<file path="src/rtl/uart_rx_fifo_pkg.sv">
// Shared constants and types for the UART receive-side byte FIFO.
// Other UART blocks and benches take their default byte width and depth from here.
package uart_rx_fifo_pkg;

  localparam int UART_DATA_W = 8;
  localparam int FIFO_DEPTH  = 16;
  localparam int FIFO_ADDR_W = $clog2(FIFO_DEPTH);

  // Encoding is {read, write} so the helper below is a plain bit concatenation.
  typedef enum logic [1:0] {
    OP_NONE  = 2'b00,
    OP_WRITE = 2'b01,
    OP_READ  = 2'b10,
    OP_BOTH  = 2'b11
  } fifo_op_e;

  function automatic fifo_op_e fifo_op(input logic wr, input logic rd);
    return fifo_op_e'({rd, wr});
  endfunction

endpackage

</file>
<file path="src/rtl/uart_rx_fifo_mem.sv">
// DEPTH x DATA_W register array with one write port and one registered read port.
// Only the read register is reset; the storage array keeps its contents.
module uart_fifo_mem #(
  parameter int DATA_W = 8,
  parameter int DEPTH  = 16,
  parameter int ADDR_W = 4
) (
  input  logic              i_clk,
  input  logic              i_reset,
  input  logic              i_we,
  input  logic [ADDR_W-1:0] i_waddr,
  input  logic [DATA_W-1:0] i_wdata,
  input  logic              i_re,
  input  logic [ADDR_W-1:0] i_raddr,
  output logic [DATA_W-1:0] o_rdata
);

  logic [DATA_W-1:0] r_mem [DEPTH];
  logic [DATA_W-1:0] r_rdata;

  // NOTE: the array has no reset branch; clearing it would force it into flops and buys nothing.
  always_ff @(posedge i_clk) begin
    if (i_we) r_mem[i_waddr] <= i_wdata;
  end

  always_ff @(posedge i_clk) begin
    if (i_reset)   r_rdata <= '0;
    else if (i_re) r_rdata <= r_mem[i_raddr];
  end

  assign o_rdata = r_rdata;

endmodule

</file>
<file path="src/rtl/uart_rx_fifo.sv">
// Byte buffer behind uart_rx: one write per rising edge of recieve_flag,
// one-cycle-latency rd_en/rd_valid read handshake, registered fill level and sticky overflow.
module uart_rx_fifo
  import uart_rx_fifo_pkg::*;
#(
  parameter int DATA_W = UART_DATA_W,
  parameter int DEPTH  = FIFO_DEPTH,
  parameter int ADDR_W = FIFO_ADDR_W
) (
  input  logic              baud_clk,
  input  logic              reset,
  input  logic [DATA_W-1:0] rx_data,
  input  logic              recieve_flag,
  input  logic              rd_en,
  input  logic              clr_overflow,
  output logic [DATA_W-1:0] rd_data,
  output logic              rd_valid,
  output logic              empty,
  output logic              full,
  output logic [ADDR_W:0]   count,
  output logic              overflow
);

  localparam logic [ADDR_W-1:0] PTR_ONE  = ADDR_W'(1);
  localparam logic [ADDR_W:0]   CNT_ONE  = (ADDR_W + 1)'(1);
  localparam logic [ADDR_W:0]   CNT_FULL = (ADDR_W + 1)'(DEPTH);

  logic              r_flag_q;
  logic [ADDR_W-1:0] r_wr_ptr, r_rd_ptr;
  logic [ADDR_W:0]   r_count;
  logic              r_empty, r_full, r_rd_valid, r_overflow;

  logic              w_wr_evt, w_rd_evt, w_wr_accept, w_drop;
  logic [ADDR_W:0]   w_count_nxt;
  fifo_op_e          w_op;

  assign w_wr_evt    = recieve_flag & ~r_flag_q;
  assign w_rd_evt    = rd_en & ~r_empty;
  // A read in the same cycle frees the head slot, so a full FIFO still accepts the byte.
  assign w_wr_accept = w_wr_evt & (~r_full | w_rd_evt);
  assign w_drop      = w_wr_evt & ~w_wr_accept;
  assign w_op        = fifo_op(w_wr_accept, w_rd_evt);

  always_comb begin
    w_count_nxt = r_count;
    unique case (w_op)
      OP_WRITE: w_count_nxt = r_count + CNT_ONE;
      OP_READ:  w_count_nxt = r_count - CNT_ONE;
      default:  w_count_nxt = r_count;
    endcase
  end

  // NOTE: every register below uses <= so all of them see the pre-edge values of each other.
  always_ff @(posedge baud_clk) begin
    if (reset) begin
      r_flag_q   <= 1'b0;
      r_wr_ptr   <= '0;
      r_rd_ptr   <= '0;
      r_count    <= '0;
      r_empty    <= 1'b1;
      r_full     <= 1'b0;
      r_rd_valid <= 1'b0;
      r_overflow <= 1'b0;
    end else begin
      r_flag_q   <= recieve_flag;
      if (w_wr_accept) r_wr_ptr <= r_wr_ptr + PTR_ONE;
      if (w_rd_evt)    r_rd_ptr <= r_rd_ptr + PTR_ONE;
      r_count    <= w_count_nxt;
      r_empty    <= (w_count_nxt == '0);
      r_full     <= (w_count_nxt == CNT_FULL);
      r_rd_valid <= w_rd_evt;
      // A drop in the same cycle as a clear leaves the flag set.
      if (w_drop)            r_overflow <= 1'b1;
      else if (clr_overflow) r_overflow <= 1'b0;
    end
  end

  uart_fifo_mem #(
    .DATA_W (DATA_W),
    .DEPTH  (DEPTH),
    .ADDR_W (ADDR_W)
  ) u_mem (
    .i_clk   (baud_clk),
    .i_reset (reset),
    .i_we    (w_wr_accept & ~reset),
    .i_waddr (r_wr_ptr),
    .i_wdata (rx_data),
    .i_re    (w_rd_evt),
    .i_raddr (r_rd_ptr),
    .o_rdata (rd_data)
  );

  assign rd_valid = r_rd_valid;
  assign empty    = r_empty;
  assign full     = r_full;
  assign count    = r_count;
  assign overflow = r_overflow;

endmodule
</file>
<file path="config.mk">
export PLATFORM = sky130hd
export DESIGN_NAME = uart_rx_fifo
export DESIGN_NICKNAME = d
export VERILOG_FILES = /design/src/rtl/uart_rx_fifo_pkg.sv /design/src/rtl/uart_rx_fifo_mem.sv /design/src/rtl/uart_rx_fifo.sv
export SDC_FILE = /design/constraint.sdc
export NUM_CORES = 1
export LEC_CHECK = 0
export ABC_AREA = 1
export BUFFER_PORTS_ARGS = -buffer_cell sky130_fd_sc_hd__buf_4
export CAP_MARGIN = 20
export CORE_AREA = 2 2 112 114
export DETAILED_ROUTE_END_ITERATION = 7
export DIE_AREA = 0 0 114 116
export PLACE_DENSITY = 0.72
export SETUP_SLACK_MARGIN = 0.05
export SLEW_MARGIN = 20
export SYNTH_ARGS = -nofsm -noshare
export SYNTH_HDL_FRONTEND = slang
export SYNTH_SLANG_ARGS = --single-unit
</file>
<file path="constraint.sdc">
create_clock -name baud_clk -period 3.6 [get_ports baud_clk]
set_clock_uncertainty 0.2 [all_clocks]
set_input_delay 1.08 -clock baud_clk [delete_from_list [all_inputs] [get_ports baud_clk]]
set_output_delay 1.08 -clock baud_clk [all_outputs]
set_load 0.02 [all_outputs]
</file>
==> flow_summary.toml <==
[floorplanning]
fp-row-count = 40
fp.dieH_um = 116
dieArea_um2 = 13200
core_area_um2 = 11900
dieWidth_um = 114
io_pins = 30
start_util = 0.541

[grt]
grt_pass1_vias = 4270
grt_usage = 0.222
grt_max_degree = 67
antenna_found_initial = 0
overflow = 0
grt_pass1_wl_um = 21700

[worst_setup_path]
path_depth = 18
reg2reg_depth = 18
r2r_setup_slack_ns = 1.00
endpoint_kind = "flip-flop"
crit_chain = "buf_4 -> nand2_1 -> nand2_1 -> nand2_1 -> ha_1 -> nand2_1 -> inv_1 -> nor2_1 -> ha_1 -> inv_1 -> nand2_1 -> inv_1 -> nand2_1 -> nand3_1 -> nand2_1 -> nor2_1 -> nand3_1 -> o21bai_1"
crit_family = "simple AND/OR/NAND/NOR gates"
reg2reg_to = "empty"
worst_path_most_repeated_cell = "nand2_1"
cp-start-kind = "primary input"
crit_end = "empty"
worst_path_max_delay_cell = "ha_1"
critPathMaxStageDelay_ns = 0.32
reg2reg_from = "empty"
crit_required_ns = 3.75
setup.worst_path.start = "rd_en"
path_buf_inv = 4
cp_max_fo = 7
path_class = "in -> reg"
worst_ep_arrival_time_ns = 3.15

[clock_tree]
clk_pin_slew_ns = 0.06
cts.path.max_buffers = 2
cts_tree = "done"
cts_made_buffers = 17
cts_num_sinks = 154
cts_htree_levels = 4
cts_root_buf = "clkbuf_16"
cts.repair.resized = 0
hold_buffers = 0
cts_setup_buffers = 0
clkLatencyLatePin_ns = 0.42

[yosys]
yosysMostFrequentCell = "nand2_1"
yosys.area.top_type = "edfxtp_1"
synth_top_area_share = 0.596
ys_warn_count = 0
synth_commonest_cells = "nand2_1 (195), edfxtp_1 (128), nand3_1 (117)"
syn_area_per_cell_um2 = 10.7
ys_seq_area_frac = 0.677
synth-edff-count = 128
synth_nets = 623
synth-main-ff-cell = "edfxtp_1"
ys_async_sr_fraction = 0
ys_ff_latch = 154
ys_types = 21
syn-instance-count = 602
ys_top_cells_by_area = "edfxtp_1 (60%), nand2_1 (11%), nand3_1 (9.1%)"
synth_area_um2 = 6450

[detailed_routing]
dr.pass1.iters = 6
route.detailed.drc = 0
via_count = 4467
viasPerCell = 5.60
detail-route-antenna-nets = 0
drt_wl_total_um = 13600
wl_per_cell_um = 17.1
drt_iter0_drc = 430

[cells_and_area]
syn_to_final_growth_pct = 14.2
final_util = 0.618
drive_above_1_share = 0.122
n_antenna_cell = 0
fin_cells = 797
nets = 658
n_fill_cell = 957

[timing]
max_slew_margin = 0.387
drv_slew = 0
setup_slack_ns = 0.597
whs_ns = 0.271
tns_ns = 0
tightest_slew_ns = 0.919
setup_viol = 0
period_share = 0.834
fmax_ghz = 0.333
period_needed_ns = 3.00
hold_viol = 0
rsz0062_at_grt = "no"

[placement]
portBuffers = 29
gp_congestion = 0.870
place_ws_ns = 0.215
place_inst = 765
hpwl_um = 8540

[power]
swShare = 0.263
power_frac_seq = 0.443
power_density_nw_per_um2 = 621
internal_power_mw = 3.37
p_leak_nw = 2.88
vdd_drop_max_uv = 350
clockPowerShare = 0.398
combinationalPowerShare = 0.159
switching_power_mw = 1.20

[min_path]
hold_class = "reg -> reg"
hold_path_startpoint = "overflow"

[job]
maxCapViolations = 0

[run_status]
status = "completed"
layout make-up:
cell class | count | area [um^2] | share of cell area
Multi-Input combinational cell | 383 | 1730 | 0.235
Timing Repair Buffer | 45 | 338 | 0.0459
Sequential cell | 154 | 4370 | 0.593
Clock buffer | 19 | 433 | 0.0588
Inverter | 36 | 136 | 0.0185
Tap cell | 147 | 184 | 0.0250
Clock inverter | 13 | 175 | 0.0238
cells by family after synthesis:
group | after synthesis | synth area share
compound gates | 27 | 0.0244
xor+xnor | 1 | 0.00136
fa+ha+maj | 8 | 0.0155
buf+inv | 65 | 0.0545
flops | 154 | 0.677
simple gates | 347 | 0.228
worst min-delay path by stage:
stage | slack, ns | end | cells after the start
after floorplan | 0.28 | overflow | 3
after global placement | 0.26 | overflow | 2
after detailed placement | 0.27 | overflow | 2
after CTS | 0.28 | overflow | 2
after global routing | 0.33 | overflow | 2
final | 0.27 | overflow | 2
routing by layer:
metal	wire length, um	global-route usage	part of all wire	vias to the layer above
met3	924	0.0533	0.068	21
met1	5560	0.280	0.41	2154
met2	6830	0.368	0.50	163
met4	295	0.0984	0.022	0
li1	-	-	-	2129
met5	0	0	0	-
tightest hold or removal path: cells and delay by family (launching register included):
| family | cells | cell delay (ns) |
|---|---|---|
| DFF | 1 | 0.31 |
| and+or+nand+nor | 1 | 0.06 |
| AOI/OAI and AO/OA | 1 | 0.06 |
state kept, by name (all words and copies together) (netlist names):
register	count
rd_valid	1
full	1
r_flag_q	1
overflow	1
empty	1
u_mem.o_rdata	8
r_rd_ptr	4
count	5
r_wr_ptr	4
u_mem.r_mem	128
through the flow:
stage | total power, mW | cell area (um^2)
after floorplan | 2.60 | 6450
after global routing | 4.76 | 7370
after CTS | 4.59 | 7360
final | 4.57 | 7370
after detailed placement | 2.79 | 6760
after global placement | 2.76 | 6760
cell usage in the layout, fill, tap and decap left out:
master | netlist | routed
clkinv_1 | 1 | 3
dfxtp_2 | 0 | 1
o211ai_1 | 8 | 8
o21ai_0 | 7 | 7
edfxtp_1 | 128 | 128
dfxtp_1 | 26 | 25
o21bai_1 | 1 | 1
nand2_1 | 195 | 195
a21oi_1 | 9 | 9
clkbuf_1 | 3 | 2
nand4_1 | 2 | 2
nor2_2 | 1 | 1
o21ai_1 | 2 | 2
nand3_1 | 117 | 117
clkinv_4 | 0 | 1
inv_2 | 4 | 3
xor2_1 | 1 | 1
clkbuf_16 | 0 | 17
ha_1 | 8 | 8
inv_6 | 0 | 1
nor2_1 | 23 | 23
clkinvlp_4 | 0 | 2
bufinv_16 | 0 | 4
clkinv_2 | 0 | 4
nor3_1 | 9 | 9
buf_4 | 0 | 45
inv_1 | 31 | 31
power by group through the flow:
stage,combinational (mW),sequential (mW),clock (mW)
3_3_place_gp,0.705,2.06,0
6_report,0.729,2.02,1.82
2_1_floorplan,0.496,2.10,0
5_1_grt,0.812,2.03,1.91
3_5_place_dp,0.726,2.06,0
4_1_cts,0.729,2.02,1.84
(Power assumes the default switching activity.)
